**src/rtl/cordiv_is_mc.sv**
```systemverilog
// Multi-lane in-stream correlated divider: per-lane counter regeneration feeding a CORDIV kernel.
// Optional macro CORDIV_IS_SAT_EN: counters saturate instead of wrapping modulo 2^BW.
module cordiv_is_mc #(
  parameter int unsigned BW     = 8,
  parameter int unsigned DEP    = 2,
  parameter int unsigned DEPLOG = 1,
  parameter int unsigned CH     = 2
) (
  input  logic                 clk,
  input  logic                 rst,
  input  logic                 bipolar,
  input  logic                 in_valid,
  input  logic [CH*BW-1:0]     randNum,
  input  logic [CH*DEPLOG-1:0] randNumKernel,
  input  logic [CH-1:0]        dividend,
  input  logic [CH-1:0]        divisor,
  output logic [CH-1:0]        quotient,
  output logic                 out_valid
);

  localparam logic [BW-1:0] UNI_INIT = {1'b1, {(BW-1){1'b0}}};
  localparam logic [BW-1:0] BIP_INIT = '0;
`ifdef CORDIV_IS_SAT_EN
  localparam logic [BW-1:0] BIP_MAX  = {1'b0, {(BW-1){1'b1}}};
  localparam logic [BW-1:0] BIP_MIN  = {1'b1, {(BW-2){1'b0}}, 1'b1};
  localparam logic [BW-1:0] UNI_MAX  = '1;
  localparam logic [BW-1:0] UNI_MIN  = '0;

  // Saturating step; the bipolar range is kept symmetric so -2^(BW-1) never appears.
  function automatic logic [BW-1:0] cnt_step(input logic [BW-1:0] c, input logic up,
                                             input logic bip);
    logic [BW-1:0] lim;
    if (up) begin
      lim = bip ? BIP_MAX : UNI_MAX;
      cnt_step = (c == lim) ? c : c + BW'(1);
    end else begin
      lim = bip ? BIP_MIN : UNI_MIN;
      cnt_step = (c == lim) ? c : c - BW'(1);
    end
  endfunction
`else
  function automatic logic [BW-1:0] cnt_step(input logic [BW-1:0] c, input logic up);
    cnt_step = up ? c + BW'(1) : c - BW'(1);
  endfunction
`endif

  // Bipolar compares |cnt| against randNum/2; unipolar compares cnt against randNum directly.
  function automatic logic regen(input logic [BW-1:0] c, input logic [BW-1:0] r,
                                 input logic bip);
    logic [BW-1:0] mag;
    logic [BW-1:0] thr;
    mag   = (bip && c[BW-1]) ? (~c + BW'(1)) : c;
    thr   = bip ? (r >> 1) : r;
    regen = (mag > thr);
  endfunction

  logic                mode_q, mode_d;
  logic                out_valid_q, out_valid_d;
  logic [CH-1:0]       quotient_q, quotient_d;
  logic [BW-1:0]       cnt_dd_q [CH];
  logic [BW-1:0]       cnt_dd_d [CH];
  logic [BW-1:0]       cnt_ds_q [CH];
  logic [BW-1:0]       cnt_ds_d [CH];
  logic [DEP-1:0]      sr_q [CH];
  logic [DEP-1:0]      sr_d [CH];

  logic [BW-1:0]       lane_rn;
  logic [DEPLOG-1:0]   lane_idx;
  logic                dd_regen, ds_regen, dd_neg, ds_neg, kbit;

  // Next-state: mode change reinitialises, stall holds, accepted cycle advances each lane.
  always_comb begin
    mode_d      = bipolar;
    out_valid_d = 1'b0;
    quotient_d  = quotient_q;
    lane_rn     = '0;
    lane_idx    = '0;
    dd_regen    = 1'b0;
    ds_regen    = 1'b0;
    dd_neg      = 1'b0;
    ds_neg      = 1'b0;
    kbit        = 1'b0;
    for (int i = 0; i < CH; i++) begin
      cnt_dd_d[i] = cnt_dd_q[i];
      cnt_ds_d[i] = cnt_ds_q[i];
      sr_d[i]     = sr_q[i];
    end

    if (bipolar != mode_q) begin
      quotient_d = '0;
      for (int i = 0; i < CH; i++) begin
        cnt_dd_d[i] = bipolar ? BIP_INIT : UNI_INIT;
        cnt_ds_d[i] = bipolar ? BIP_INIT : UNI_INIT;
        sr_d[i]     = '0;
      end
    end else if (in_valid) begin
      out_valid_d = 1'b1;
      for (int i = 0; i < CH; i++) begin
        lane_rn  = randNum[i*BW +: BW];
        lane_idx = randNumKernel[i*DEPLOG +: DEPLOG];
        dd_regen = regen(cnt_dd_q[i], lane_rn, mode_q);
        ds_regen = regen(cnt_ds_q[i], lane_rn, mode_q);
        dd_neg   = mode_q & cnt_dd_q[i][BW-1];
        ds_neg   = mode_q & cnt_ds_q[i][BW-1];
        kbit     = ds_regen ? dd_regen : sr_q[i][lane_idx];
        if (ds_regen) begin
          sr_d[i] = {sr_q[i][DEP-2:0], dd_regen};
        end
        quotient_d[i] = kbit ^ dd_neg ^ ds_neg;
`ifdef CORDIV_IS_SAT_EN
        cnt_dd_d[i] = cnt_step(cnt_dd_q[i], dividend[i], mode_q);
        cnt_ds_d[i] = cnt_step(cnt_ds_q[i], divisor[i], mode_q);
`else
        cnt_dd_d[i] = cnt_step(cnt_dd_q[i], dividend[i]);
        cnt_ds_d[i] = cnt_step(cnt_ds_q[i], divisor[i]);
`endif
      end
    end
  end

  always_ff @(posedge clk) begin
    if (rst) begin
      mode_q      <= bipolar;
      out_valid_q <= 1'b0;
      quotient_q  <= '0;
      for (int i = 0; i < CH; i++) begin
        cnt_dd_q[i] <= bipolar ? BIP_INIT : UNI_INIT;
        cnt_ds_q[i] <= bipolar ? BIP_INIT : UNI_INIT;
        sr_q[i]     <= '0;
      end
    end else begin
      mode_q      <= mode_d;
      out_valid_q <= out_valid_d;
      quotient_q  <= quotient_d;
      for (int i = 0; i < CH; i++) begin
        cnt_dd_q[i] <= cnt_dd_d[i];
        cnt_ds_q[i] <= cnt_ds_d[i];
        sr_q[i]     <= sr_d[i];
      end
    end
  end

  assign quotient  = quotient_q;
  assign out_valid = out_valid_q;

endmodule

```
**config.mk**
```make
export PLATFORM = sky130hd
export DESIGN_NAME = cordiv_is_mc
export DESIGN_NICKNAME = d
export VERILOG_FILES = /design/src/rtl/cordiv_is_mc.sv
export SDC_FILE = /design/constraint.sdc
export NUM_CORES = 1
export LEC_CHECK = 0
export ABC_AREA = 1
export CORE_ASPECT_RATIO = 1.5
export CORE_MARGIN = 2
export CORE_UTILIZATION = 30
export DETAILED_ROUTE_END_ITERATION = 10
export SYNTH_ARGS = -nofsm -noshare
export SYNTH_HDL_FRONTEND = slang
export SYNTH_SLANG_ARGS = --single-unit
```
**constraint.sdc**
```tcl
create_clock -name clk -period 2.9 [get_ports clk]
set_input_delay 0.725 -clock clk [delete_from_list [all_inputs] [get_ports clk]]
set_output_delay 0.725 -clock clk [all_outputs]
set_load 0.05 [all_outputs]
```
==> impl_metrics.env <==
export IMPL_min_period_ns=2.57
export IMPL_diodes=0
export IMPL_drt_iter0_markers=89
export IMPL_drtPass1Iterations=4
export IMPL_finalWeightedCongestion=0.892
export IMPL_die_w_um=97.9
export IMPL_powerDensity_nw_per_um2=419
export IMPL_die_area_um2=14200
export IMPL_worstSetupPathType="reg2reg"
export IMPL_slew_limit_headroom_pct=62.9
export IMPL_gr_usage_all_layers_pct=14.2
export IMPL_yosysSeqAreaShare_pct=21.2
export IMPL_grt_pass1_wl_um=16400
export IMPL_area_delta_synth_final_pct=16.3
export IMPL_hold_viol=0
export IMPL_ios=29
export IMPL_cts_buffers=5
export IMPL_leakage_uw=0.00240
export IMPL_clkSinkCount=40
export IMPL_crit_path_end_kind="flop"
export IMPL_rsz0062_at_grt="no"
export IMPL_rr_worst_depth=14
export IMPL_start_util_pct=30.6
export IMPL_num_vias=3714
export IMPL_nNetsFinal=704
export IMPL_grt_pass1_vias=3619
export IMPL_hold_path_class="reg2reg"
export IMPL_fin_area_um2=4610
export IMPL_status="finished clean"
export IMPL_fmaxAchievable_mhz=389
export IMPL_startpoint_type="flop"
export IMPL_rows=51
export IMPL_min_path_cells=2
export IMPL_vias_per_cell=4.80
export IMPL_hpwl_um=7890
export IMPL_overflow=0
export IMPL_ant_nets=0
export IMPL_synth_distinct_cells=30
export IMPL_io_buffers=28
export IMPL_synth_warnings=0
export IMPL_syn_nets=670
export IMPL_die_height_um=145
export IMPL_ctsLongestPathBuffers=2
export IMPL_wl_per_cell_um=12.6
export IMPL_crit_required_ns=3.08
export IMPL_ir_drop_mv=0.248
export IMPL_finalClockSkew_ns=0.00460
export IMPL_route_detailed_drc=0
export IMPL_finalCritPeriodShare_pct=88.7
export IMPL_slew_viol_final=0
export IMPL_synth_ff_type="dfxtp_1"
export IMPL_fp_coreArea_um2=13000
export IMPL_routed_wl_um=9780
export IMPL_clk_latency_ns=0.29
export IMPL_synth_cells=580
export IMPL_maxCapViolations=0
export IMPL_syn_avg_cell_area_um2=6.84
export IMPL_root_buffer="clkbuf_16"
export IMPL_crit_arrival_ns=2.75
export IMPL_path_max_fanout=5
export IMPL_holdWs_ns=0.466
export IMPL_synth_edff_count=4
export IMPL_netlist_area_um2=3970
export IMPL_ys_seq_elements=40
export IMPL_final_cells=774
export IMPL_cts_tree="done"
export IMPL_drive_gt1_share_pct=3.25
export IMPL_clkTransAtPathRegs_ns=0.06
export IMPL_grt_max_degree=26
export IMPL_h_tree_depth=2
export IMPL_placed_area_um2=4440
export IMPL_cts_hold_buf=0
export IMPL_tightest_slew_ns=0.556
export IMPL_setup_tns_ns=0
export IMPL_dp_cells=766
export IMPL_setup_violations=0
export IMPL_antenna_found_initial=0
export IMPL_async_reset_ff_share_pct=0
[flip-flops by register name, indices dropped and copies added (netlist names)]
register   cells
cnt_dd_q      16
cnt_ds_q      16
mode_q         1
out_valid      1
quotient       2
sr_q           4
[layout by cell type (no fill, tap or decap), types with 5 or more instances in the layout]
master	n
nor2_1	33
nand2_1	151
o21ai_0	28
o22ai_1	11
dfxtp_1	36
o21ai_1	7
nand3_1	33
clkdlybuf4s50_1	28
xor2_1	21
ha_1	60
xnor2_1	8
nor3_1	6
nand4_1	6
buf_4	6
mux2i_1	10
clkbuf_16	5
inv_1	89
a21oi_1	45
[metal layers]
metal | vias to the layer above | global-route usage (%) | share of wire [%]
li1 | 1968 | - | -
met1 | 1687 | 16.6 | 44
met2 | 51 | 26.9 | 52
met5 | - | 0 | 0
met3 | 8 | 1.63 | 2.8
met4 | 0 | 4.02 | 1.2
[Yosys cell counts, types with 6 or more instances]
cell type  count  area, um^2
a21oi_1       46         230
dfxtp_1       36         721
ha_1          60         751
inv_1         89         334
mux2i_1       10         100
nand2_1      151         567
nand3_1       33         165
nand4_1        6        37.5
nor2_1        33         124
nor3_1         6        30.0
o21ai_0       28         140
o21ai_1        7        35.0
o22ai_1       11        68.8
xnor2_1        8        70.1
xor2_1        21         184
[report_power, final]
| group | internal [uW] | switching (uW) |
|---|---|---|
| Clock | 427 | 237 |
| Sequential | 596 | 40.0 |
| Combinational | 258 | 373 |
| Total | 1280 | 650 |
[path summary, 6_finish.rpt]
check                 startpoint         end  slack (ns)
hold / removal        sr_q[0][0]  sr_q[0][0]        0.47
setup reg to reg  cnt_ds_q[0][0]  sr_q[0][0]        0.33
hold reg to reg       sr_q[0][0]  sr_q[0][0]        0.47
setup / recovery  cnt_ds_q[0][0]  sr_q[0][0]        0.33
[per-stage QoR]
step           setup WS (ns)  total power (uW)  util (%)
3_5_place_dp           0.112              1280      34.2
5_1_grt               0.0120              2080      35.6
6_report               0.327              1930      35.6
3_3_place_gp           0.166              1260      34.2
2_1_floorplan          0.649              1110         -
4_1_cts                0.206              1950      35.6
[logic make-up (layout without fill, tap and decap cells)]
| kind of cell | Yosys count | after routing | synth area share [%] |
|---|---|---|---|
| buf+inv | 99 | 134 | 10.1 |
| simple gates | 236 | 236 | 24.9 |
| fa+ha+maj | 64 | 64 | 21.0 |
| xor+xnor | 29 | 29 | 6.41 |
| compound gates | 102 | 102 | 13.9 |
| mux | 10 | 10 | 2.52 |
| flops | 40 | 40 | 21.2 |
[worst max-delay path, stage by stage, from the launching register on]
cell	delay, ns
dfxtp_1	0.36
inv_1	0.12
ha_1	0.18
nand3_1	0.10
o31ai_1	0.28
xor2_1	0.19
inv_1	0.07
ha_1	0.27
nand2_1	0.06
nor2_1	0.16
nand2_1	0.11
a21oi_2	0.21
nand2_1	0.11
o21ai_0	0.18
a21oi_1	0.06
[timing repair]
action,4_1_cts,5_1_grt
resized for setup,0,1
setup endpoints to repair,0,1
setup buffers,0,0
[layout make-up]
type / count / area [um^2]
flip-flops and latches: 40 / 841
repair buffers: 34 / 325
inverters: 92 / 348
well taps: 159 / 199
clock buffers: 6 / 139
fillers: 1365 / 8340
clock inverters: 2 / 33.8
multi-input cells: 441 / 2730
No activity file was read; power rests on OpenSTA's default activity.
